### src/rtl/rv32i_mc_ctrl.sv
// rv32i_mc_ctrl: multi-cycle control FSM for the RV32I core.
// Steps one shared ALU, one memory port and the register file through
// FETCH / DECODE / EXECUTE / BR_TGT / MEM / WB, traps on unsupported
// encodings, and counts retired instructions.
// Ports:
//   clk, rst            core clock (rising edge), async active-high reset
//   opcode_i, funct3_i, funct7_5_i  instruction register fields
//   alu_zero_i          ALU result == 0
//   mem_ready_i         memory completes the current request this cycle
//   mem_req_o/mem_we_o/addr_sel_o   memory port control
//   ir_we_o, ab_we_o, pc_we_o, pc_src_o, rf_we_o, wb_sel_o  datapath enables/muxes
//   alu_op_o, alu_src_a_o, alu_src_b_o  ALU control
//   illegal_o           sticky unsupported-instruction flag
//   retired_o           retired instruction count (wraps)
module rv32i_mc_ctrl (
  input  logic        clk,
  input  logic        rst,
  input  logic [6:0]  opcode_i,
  input  logic [2:0]  funct3_i,
  input  logic        funct7_5_i,
  input  logic        alu_zero_i,
  input  logic        mem_ready_i,
  output logic        mem_req_o,
  output logic        mem_we_o,
  output logic        addr_sel_o,
  output logic        ir_we_o,
  output logic        ab_we_o,
  output logic        pc_we_o,
  output logic        pc_src_o,
  output logic [2:0]  alu_op_o,
  output logic        alu_src_a_o,
  output logic        alu_src_b_o,
  output logic        rf_we_o,
  output logic [1:0]  wb_sel_o,
  output logic        illegal_o,
  output logic [31:0] retired_o
);

  localparam int unsigned XLEN = 32;

  localparam logic [2:0] S_FETCH   = 3'd0;
  localparam logic [2:0] S_DECODE  = 3'd1;
  localparam logic [2:0] S_EXECUTE = 3'd2;
  localparam logic [2:0] S_BR_TGT  = 3'd3;
  localparam logic [2:0] S_MEM     = 3'd4;
  localparam logic [2:0] S_WB      = 3'd5;
  localparam logic [2:0] S_TRAP    = 3'd6;

  // opcode_fmt_t encodings; STALL is the all-zero opcode (pipeline bubble / NOP)
  localparam logic [6:0] OP_STALL  = 7'b0000000;
  localparam logic [6:0] OP_REG    = 7'b0110011;
  localparam logic [6:0] OP_IMM    = 7'b0010011;
  localparam logic [6:0] OP_LOAD   = 7'b0000011;
  localparam logic [6:0] OP_STORE  = 7'b0100011;
  localparam logic [6:0] OP_BRANCH = 7'b1100011;
  localparam logic [6:0] OP_JAL    = 7'b1101111;
  localparam logic [6:0] OP_JALR   = 7'b1100111;
  localparam logic [6:0] OP_LUI    = 7'b0110111;
  localparam logic [6:0] OP_AUIPC  = 7'b0010111;

  localparam logic [2:0] ALU_SUM = 3'b000;
  localparam logic [2:0] ALU_SUB = 3'b001;
  localparam logic [2:0] ALU_AND = 3'b010;
  localparam logic [2:0] ALU_OR  = 3'b011;
  localparam logic [2:0] ALU_SLT = 3'b101;

  logic [2:0]      state_q, state_d;
  logic [XLEN-1:0] retired_q, retired_d;
  logic            legal;
  logic            arith_f3_ok;
  logic [2:0]      arith_op;

  // Decode: legality of the current encoding and the REG/IMM ALU mapping
  always_comb begin
    arith_f3_ok = (funct3_i == 3'b000) || (funct3_i == 3'b111) ||
                  (funct3_i == 3'b110) || (funct3_i == 3'b010);
    case (funct3_i)
      3'b111:  arith_op = ALU_AND;
      3'b110:  arith_op = ALU_OR;
      3'b010:  arith_op = ALU_SLT;
      // funct7_5 selects SUB only for register-register ops
      default: arith_op = (opcode_i == OP_REG && funct7_5_i) ? ALU_SUB : ALU_SUM;
    endcase
    case (opcode_i)
      OP_REG, OP_IMM:           legal = arith_f3_ok;
      OP_LOAD, OP_STORE:        legal = (funct3_i == 3'b010);
      OP_BRANCH:                legal = (funct3_i[2:1] == 2'b00);
      OP_JALR:                  legal = (funct3_i == 3'b000);
      OP_JAL, OP_LUI, OP_AUIPC: legal = 1'b1;
      default:                  legal = 1'b0;
    endcase
  end

  // Next state and Moore outputs (FETCH enables and MEM exit also see mem_ready)
  always_comb begin
    state_d     = state_q;
    mem_req_o   = 1'b0;
    mem_we_o    = 1'b0;
    addr_sel_o  = 1'b0;
    ir_we_o     = 1'b0;
    ab_we_o     = 1'b0;
    pc_we_o     = 1'b0;
    pc_src_o    = 1'b0;
    alu_op_o    = ALU_SUM;
    alu_src_a_o = 1'b0;
    alu_src_b_o = 1'b0;
    rf_we_o     = 1'b0;
    wb_sel_o    = 2'b00;
    illegal_o   = 1'b0;
    case (state_q)
      S_FETCH: begin
        mem_req_o = 1'b1;
        if (mem_ready_i) begin
          ir_we_o = 1'b1;
          pc_we_o = 1'b1;
          state_d = S_DECODE;
        end
      end
      S_DECODE: begin
        ab_we_o = 1'b1;
        if (opcode_i == OP_STALL) state_d = S_FETCH;
        else if (!legal)          state_d = S_TRAP;
        else                      state_d = S_EXECUTE;
      end
      S_EXECUTE: begin
        state_d = S_FETCH;
        case (opcode_i)
          OP_REG: begin
            alu_op_o = arith_op;
            state_d  = S_WB;
          end
          OP_IMM: begin
            alu_op_o    = arith_op;
            alu_src_b_o = 1'b1;
            state_d     = S_WB;
          end
          OP_LOAD, OP_STORE: begin
            alu_src_b_o = 1'b1;
            state_d     = S_MEM;
          end
          OP_BRANCH: begin
            alu_op_o = ALU_SUB;
            // BEQ taken on zero, BNE (funct3[0]=1) taken on non-zero
            if (alu_zero_i ^ funct3_i[0]) state_d = S_BR_TGT;
          end
          OP_JAL, OP_JALR: begin
            alu_src_a_o = (opcode_i == OP_JAL);
            alu_src_b_o = 1'b1;
            pc_we_o     = 1'b1;
            pc_src_o    = 1'b1;
            rf_we_o     = 1'b1;
            wb_sel_o    = 2'b10;
          end
          OP_LUI: begin
            rf_we_o  = 1'b1;
            wb_sel_o = 2'b11;
          end
          OP_AUIPC: begin
            alu_src_a_o = 1'b1;
            alu_src_b_o = 1'b1;
            state_d     = S_WB;
          end
          default: state_d = S_FETCH;
        endcase
      end
      S_BR_TGT: begin
        alu_src_a_o = 1'b1;
        alu_src_b_o = 1'b1;
        pc_we_o     = 1'b1;
        pc_src_o    = 1'b1;
        state_d     = S_FETCH;
      end
      S_MEM: begin
        mem_req_o  = 1'b1;
        addr_sel_o = 1'b1;
        mem_we_o   = (opcode_i == OP_STORE);
        if (mem_ready_i) state_d = (opcode_i == OP_LOAD) ? S_WB : S_FETCH;
      end
      S_WB: begin
        rf_we_o  = 1'b1;
        wb_sel_o = (opcode_i == OP_LOAD) ? 2'b01 : 2'b00;
        state_d  = S_FETCH;
      end
      S_TRAP: begin
        illegal_o = 1'b1;
      end
      default: state_d = S_FETCH;
    endcase
    // Every output is forced low while reset is held, with no clock needed
    if (rst) begin
      mem_req_o   = 1'b0;
      mem_we_o    = 1'b0;
      addr_sel_o  = 1'b0;
      ir_we_o     = 1'b0;
      ab_we_o     = 1'b0;
      pc_we_o     = 1'b0;
      pc_src_o    = 1'b0;
      alu_op_o    = ALU_SUM;
      alu_src_a_o = 1'b0;
      alu_src_b_o = 1'b0;
      rf_we_o     = 1'b0;
      wb_sel_o    = 2'b00;
      illegal_o   = 1'b0;
    end
  end

  // An instruction retires whenever control returns to FETCH from elsewhere
  always_comb begin
    retired_d = retired_q;
    if (state_q != S_FETCH && state_d == S_FETCH) retired_d = retired_q + XLEN'(1);
  end

  always_ff @(posedge clk or posedge rst) begin
    if (rst) begin
      state_q   <= S_FETCH;
      retired_q <= '0;
    end else begin
      state_q   <= state_d;
      retired_q <= retired_d;
    end
  end

  assign retired_o = retired_q;

endmodule

### config.mk
export PLATFORM = sky130hd
export DESIGN_NAME = rv32i_mc_ctrl
export DESIGN_NICKNAME = d
export VERILOG_FILES = /design/src/rtl/rv32i_mc_ctrl.sv
export SDC_FILE = /design/constraint.sdc
export NUM_CORES = 1
export LEC_CHECK = 0
export BUFFER_PORTS_ARGS = -buffer_cell sky130_fd_sc_hd__buf_4
export CAP_MARGIN = 20
export CORE_ASPECT_RATIO = 1.25
export CORE_UTILIZATION = 55
export DETAILED_ROUTE_END_ITERATION = 7
export PLACE_DENSITY = 0.85
export REMOVE_ABC_BUFFERS = 1
export SLEW_MARGIN = 20
export SYNTH_ARGS = -nofsm -noshare
export SYNTH_HDL_FRONTEND = slang
export SYNTH_SLANG_ARGS = --single-unit
export TNS_END_PERCENT = 100
### constraint.sdc
create_clock -name clk -period 4.55 [get_ports clk]
set_input_delay 0.91 -clock clk [delete_from_list [all_inputs] [get_ports clk]]
set_output_delay 0.91 -clock clk [all_outputs]
set_load 0.02 [all_outputs]
==> qor.txt <==
=================================================================================
Startpoint kind of the worst setup timing path                          input pin
Sequential element share of the synthesized area                            0.431
Chain of cells forming the critical path                             buf_4, nor2b_1, nor2b_1, a22oi_1, nor3_1, nor2_1, a31oi_1, buf_4
Synth unique cells                                                             39
Total count of max-transition violations in the final report                    0
Maximum level of the CTS H-tree                                                 2
Iter 0 DRT Violations                                                          98
Antenna viol nets, final                                                        0
Async SR Flop Fraction                                                       1.00
Crit path max-delay family                                           simple AND/OR/NAND/NOR gates
Post-CTS Setup Repair Bufs                                                      0
Static power due to leakage                                               1.22 nW
Max-capacitance violation count                                                 0
Crit path arrival time                                                    2.31 ns
Routed vias                                                                  1927
Drt via density                                                              5.98
Final wirelength                                                          4790 um
Count of port buffers added during placement                                   62
Hold WS                                                                  0.477 ns
Placed standard-cell area                                                2500 um2
Number of register bits inferred by synthesis                                  35
Number of nets at the end of the flow                                         298
Synthesized-area fraction occupied by xor and xnor cells                    0.142
Post-Layout Inst Area                                                    2620 um2
Share of the clock period used by the worst path after layout               0.707
Placement-stage worst setup slack                                         1.40 ns
Sequential standard cell area                                             876 um2
Area added between synthesis and finish                                     29.0%
Initial standard-cell utilization of the core                               0.578
Number of enable-type register cells in the synthesized netlist                 0
Number of antenna violations at the first check in global routing               0
Mean routed wirelength per cell                                           14.9 um
Total die area                                                           3940 um2
Library cell used as clock root buffer                                   clkbuf_8
Final setup skew                                                       0.00362 ns
Biggest cell delay along the critical path                                0.26 ns
Cell Area, Synth                                                         2030 um2
Outcome                                                                 completed
Syn Area/Cell                                                            9.15 um2
Setup Total Neg Slack                                                        0 ns
Clock sink count                                                               35
Std-Cell Rows                                                                  24
Area inside the core boundary                                            3510 um2
Clock tree from TritonCTS                                                   built
Critical-path maximum fanout                                                    6
Hold Buf Count CTS                                                              0
Peak Freq                                                                 311 MHz
Buf+Inv Stages, Crit Path                                                       2
Warnings, synthesis                                                             0
Number of cell instances on the worst register-to-register path                 6
Worst Setup Slack, final                                                  1.33 ns
Endpoint required time on the critical path                               3.64 ns
Proportion of synthesized area in mux cells                               0.00739
Wire length of the first global-routing pass                              8160 um
Proportion of layout cells with a drive suffix above 1                      0.265
Final HPWL from detailed placement                                        3470 um
FF-to-FF End                                                         retired_o[28]
Worst setup path endpoint                                             alu_src_b_o
Register clock-pin slew on the reported worst setup and hold paths        0.07 ns
Total global routing track utilization                                      0.262
Critical path type                                                         in2out
Final weighted congestion of routability-driven global placement            0.989
Total stage count of the critical path                                          8
Vias in the first global route                                               1818
Number of failing setup endpoints in the final timing report                    0
Combinational family with the most area after synthesis              simple AND/OR/NAND/NOR gates
Multi-input gate area in the final layout                                1080 um2
CTS Buffer Depth                                                                2
GR Overflow Total                                                               0
Clock latency reported for the late side of the worst-skew pair           0.29 ns
Slew at the pin closest to its max-slew limit                            0.583 ns
CP endpoint kind                                                      output port
Number of cells in the finished layout apart from fillers                     322
Relative slew slack                                                         0.611
Maximum number of pins on one net before global-route repair                   37
Quantity of gates resized following cts                                         0
Primary flip-flop cell chosen by synthesis mapping                        dfrtp_1
Compound-cell area share of the yosys netlist                              0.0727
Filler Cell Count                                                             273
Number of remaining DRC errors                                                  0
Area share of the largest cell type after synthesis                         0.431
Adder-cell share of the synthesized area                                  0.00616
Detailed-routing iteration count for the pre-antenna-repair pass                5
Instance count of the mapped netlist                                          222
Main area contributors after synthesis                               dfrtp_1 43%, xnor2_1 12%, nand4_1 5.8%, nand3_1 4.4%, and3_1 3.4%
Count of antenna diodes in the layout                                           0
Number of endpoints with negative hold slack in the final report                0
Number of buffers inserted during clock tree synthesis                          5
Min-delay worst type                                                      reg2reg
Synth Area in Simple Gates                                                  0.301
Number of top-level pins                                                       63
VDD IR-drop max                                                        0.000449 V
Dominant cell type by area after synthesis                                dfrtp_1
Final core utilization                                                      0.746
Post-layout min period                                                    3.22 ns
Launch point of the critical path                                     opcode_i[6]
Die height                                                                70.0 um
Critical path's slowest cell                                              nor2b_1
Placed insts                                                                  314
Areal power density over the cells                                     424 nW/um2
Overall power of the completed layout                                     1.11 mW
Die width                                                                 56.4 um
RSZ-0062 raised after global routing                                           no
Reg2reg start                                                          state_q[0]
Flop2flop setup slack                                                     2.30 ns
=================================================================================
flip-flops by register name, indices dropped and copies added (netlist names):
| register | flops |
|---|---|
| state_q | 3 |
| retired_o | 32 |
synth_stat cells (2+ instances only):
cell type  instances
dfrtp_1           35
xnor2_1           28
nand4_1           19
nand3_1           18
nor2_1            18
nand2_1           17
and3_1            11
inv_1              8
nor3_1             8
and2_1             7
clkbuf_1           5
xor2_1             5
buf_2              4
nor2b_1            4
a21oi_1            3
nor4_1             3
o21ai_0            3
a211oi_1           2
a32oi_1            2
nand2b_1           2
nor3b_1            2
cells by family (layout without fill, tap and decap cells):
group                      count (synthesis)  in the layout
AOI/OAI and AO/OA                         20             20
xor gates and xnor gates                  33             33
adders and majority gates                  1              1
buffers and inverters                     18             79
DFF                                       35             35
muxes                                      1              1
and+or+nand+nor                          114            114
worst reg2reg max path, stage by stage (launching register included):
cell and delay, ns:
dfrtp_1 0.50, nor3b_1 0.49, nand4_1 0.19, nor2b_1 0.20, o2111a_2 0.37, and3_1 0.25
xor2_1 0.14
where the power goes:
part,internal [mW],switching [mW]
combinational,0.160,0.249
sequential,0.351,0.0639
clock,0.177,0.108
layout by cell type, fill, tap and decap left out, types with 2 or more instances in the layout:
master and count:
nor2b_1 4, dfrtp_1 35, buf_4 63, a21oi_1 3
clkbuf_8 6, nor2_1 18, inv_1 8, a211oi_1 2
nor3b_1 2, nand2_1 17, o21ai_0 3, nor3_1 8
xnor2_1 28, and3_1 11, and2_1 7, nor4_1 3
nand4_1 19, nand3_1 18, xor2_1 5, a32oi_1 2
nand2b_1 2
cell type report:
class	count	area share
multi-input cells	169	0.411
clock inverters	2	0.0134
flip-flops and latches	35	0.334
repair buffers	63	0.180
clock buffers	6	0.0315
inverters	8	0.0115
well taps	39	0.0186
worst min-delay path by stage:
| stage | startpoint | endpoint | slack, ns | depth (start not counted) |
|---|---|---|---|---|
| CTS | retired_o[31] | retired_o[31] | 0.48 | 1 |
| global route | retired_o[31] | retired_o[31] | 0.51 | 1 |
| floorplan | retired_o[31] | retired_o[31] | 0.58 | 1 |
| detailed placement | retired_o[31] | retired_o[31] | 0.47 | 1 |
| finish | retired_o[31] | retired_o[31] | 0.48 | 1 |
| global placement | retired_o[31] | retired_o[31] | 0.46 | 1 |
metal layers:
| layer | vias to the layer above | routed length [um] | GRT usage | share of wire |
|---|---|---|---|---|
| met5 | - | 0 | 0 | 0 |
| met4 | 0 | 172 | 0.144 | 0.036 |
| met3 | 20 | 297 | 0.0389 | 0.062 |
| met2 | 92 | 2330 | 0.426 | 0.49 |
| met1 | 911 | 2000 | 0.334 | 0.42 |
| li1 | 904 | - | - | - |
(Power assumes the default switching activity.)
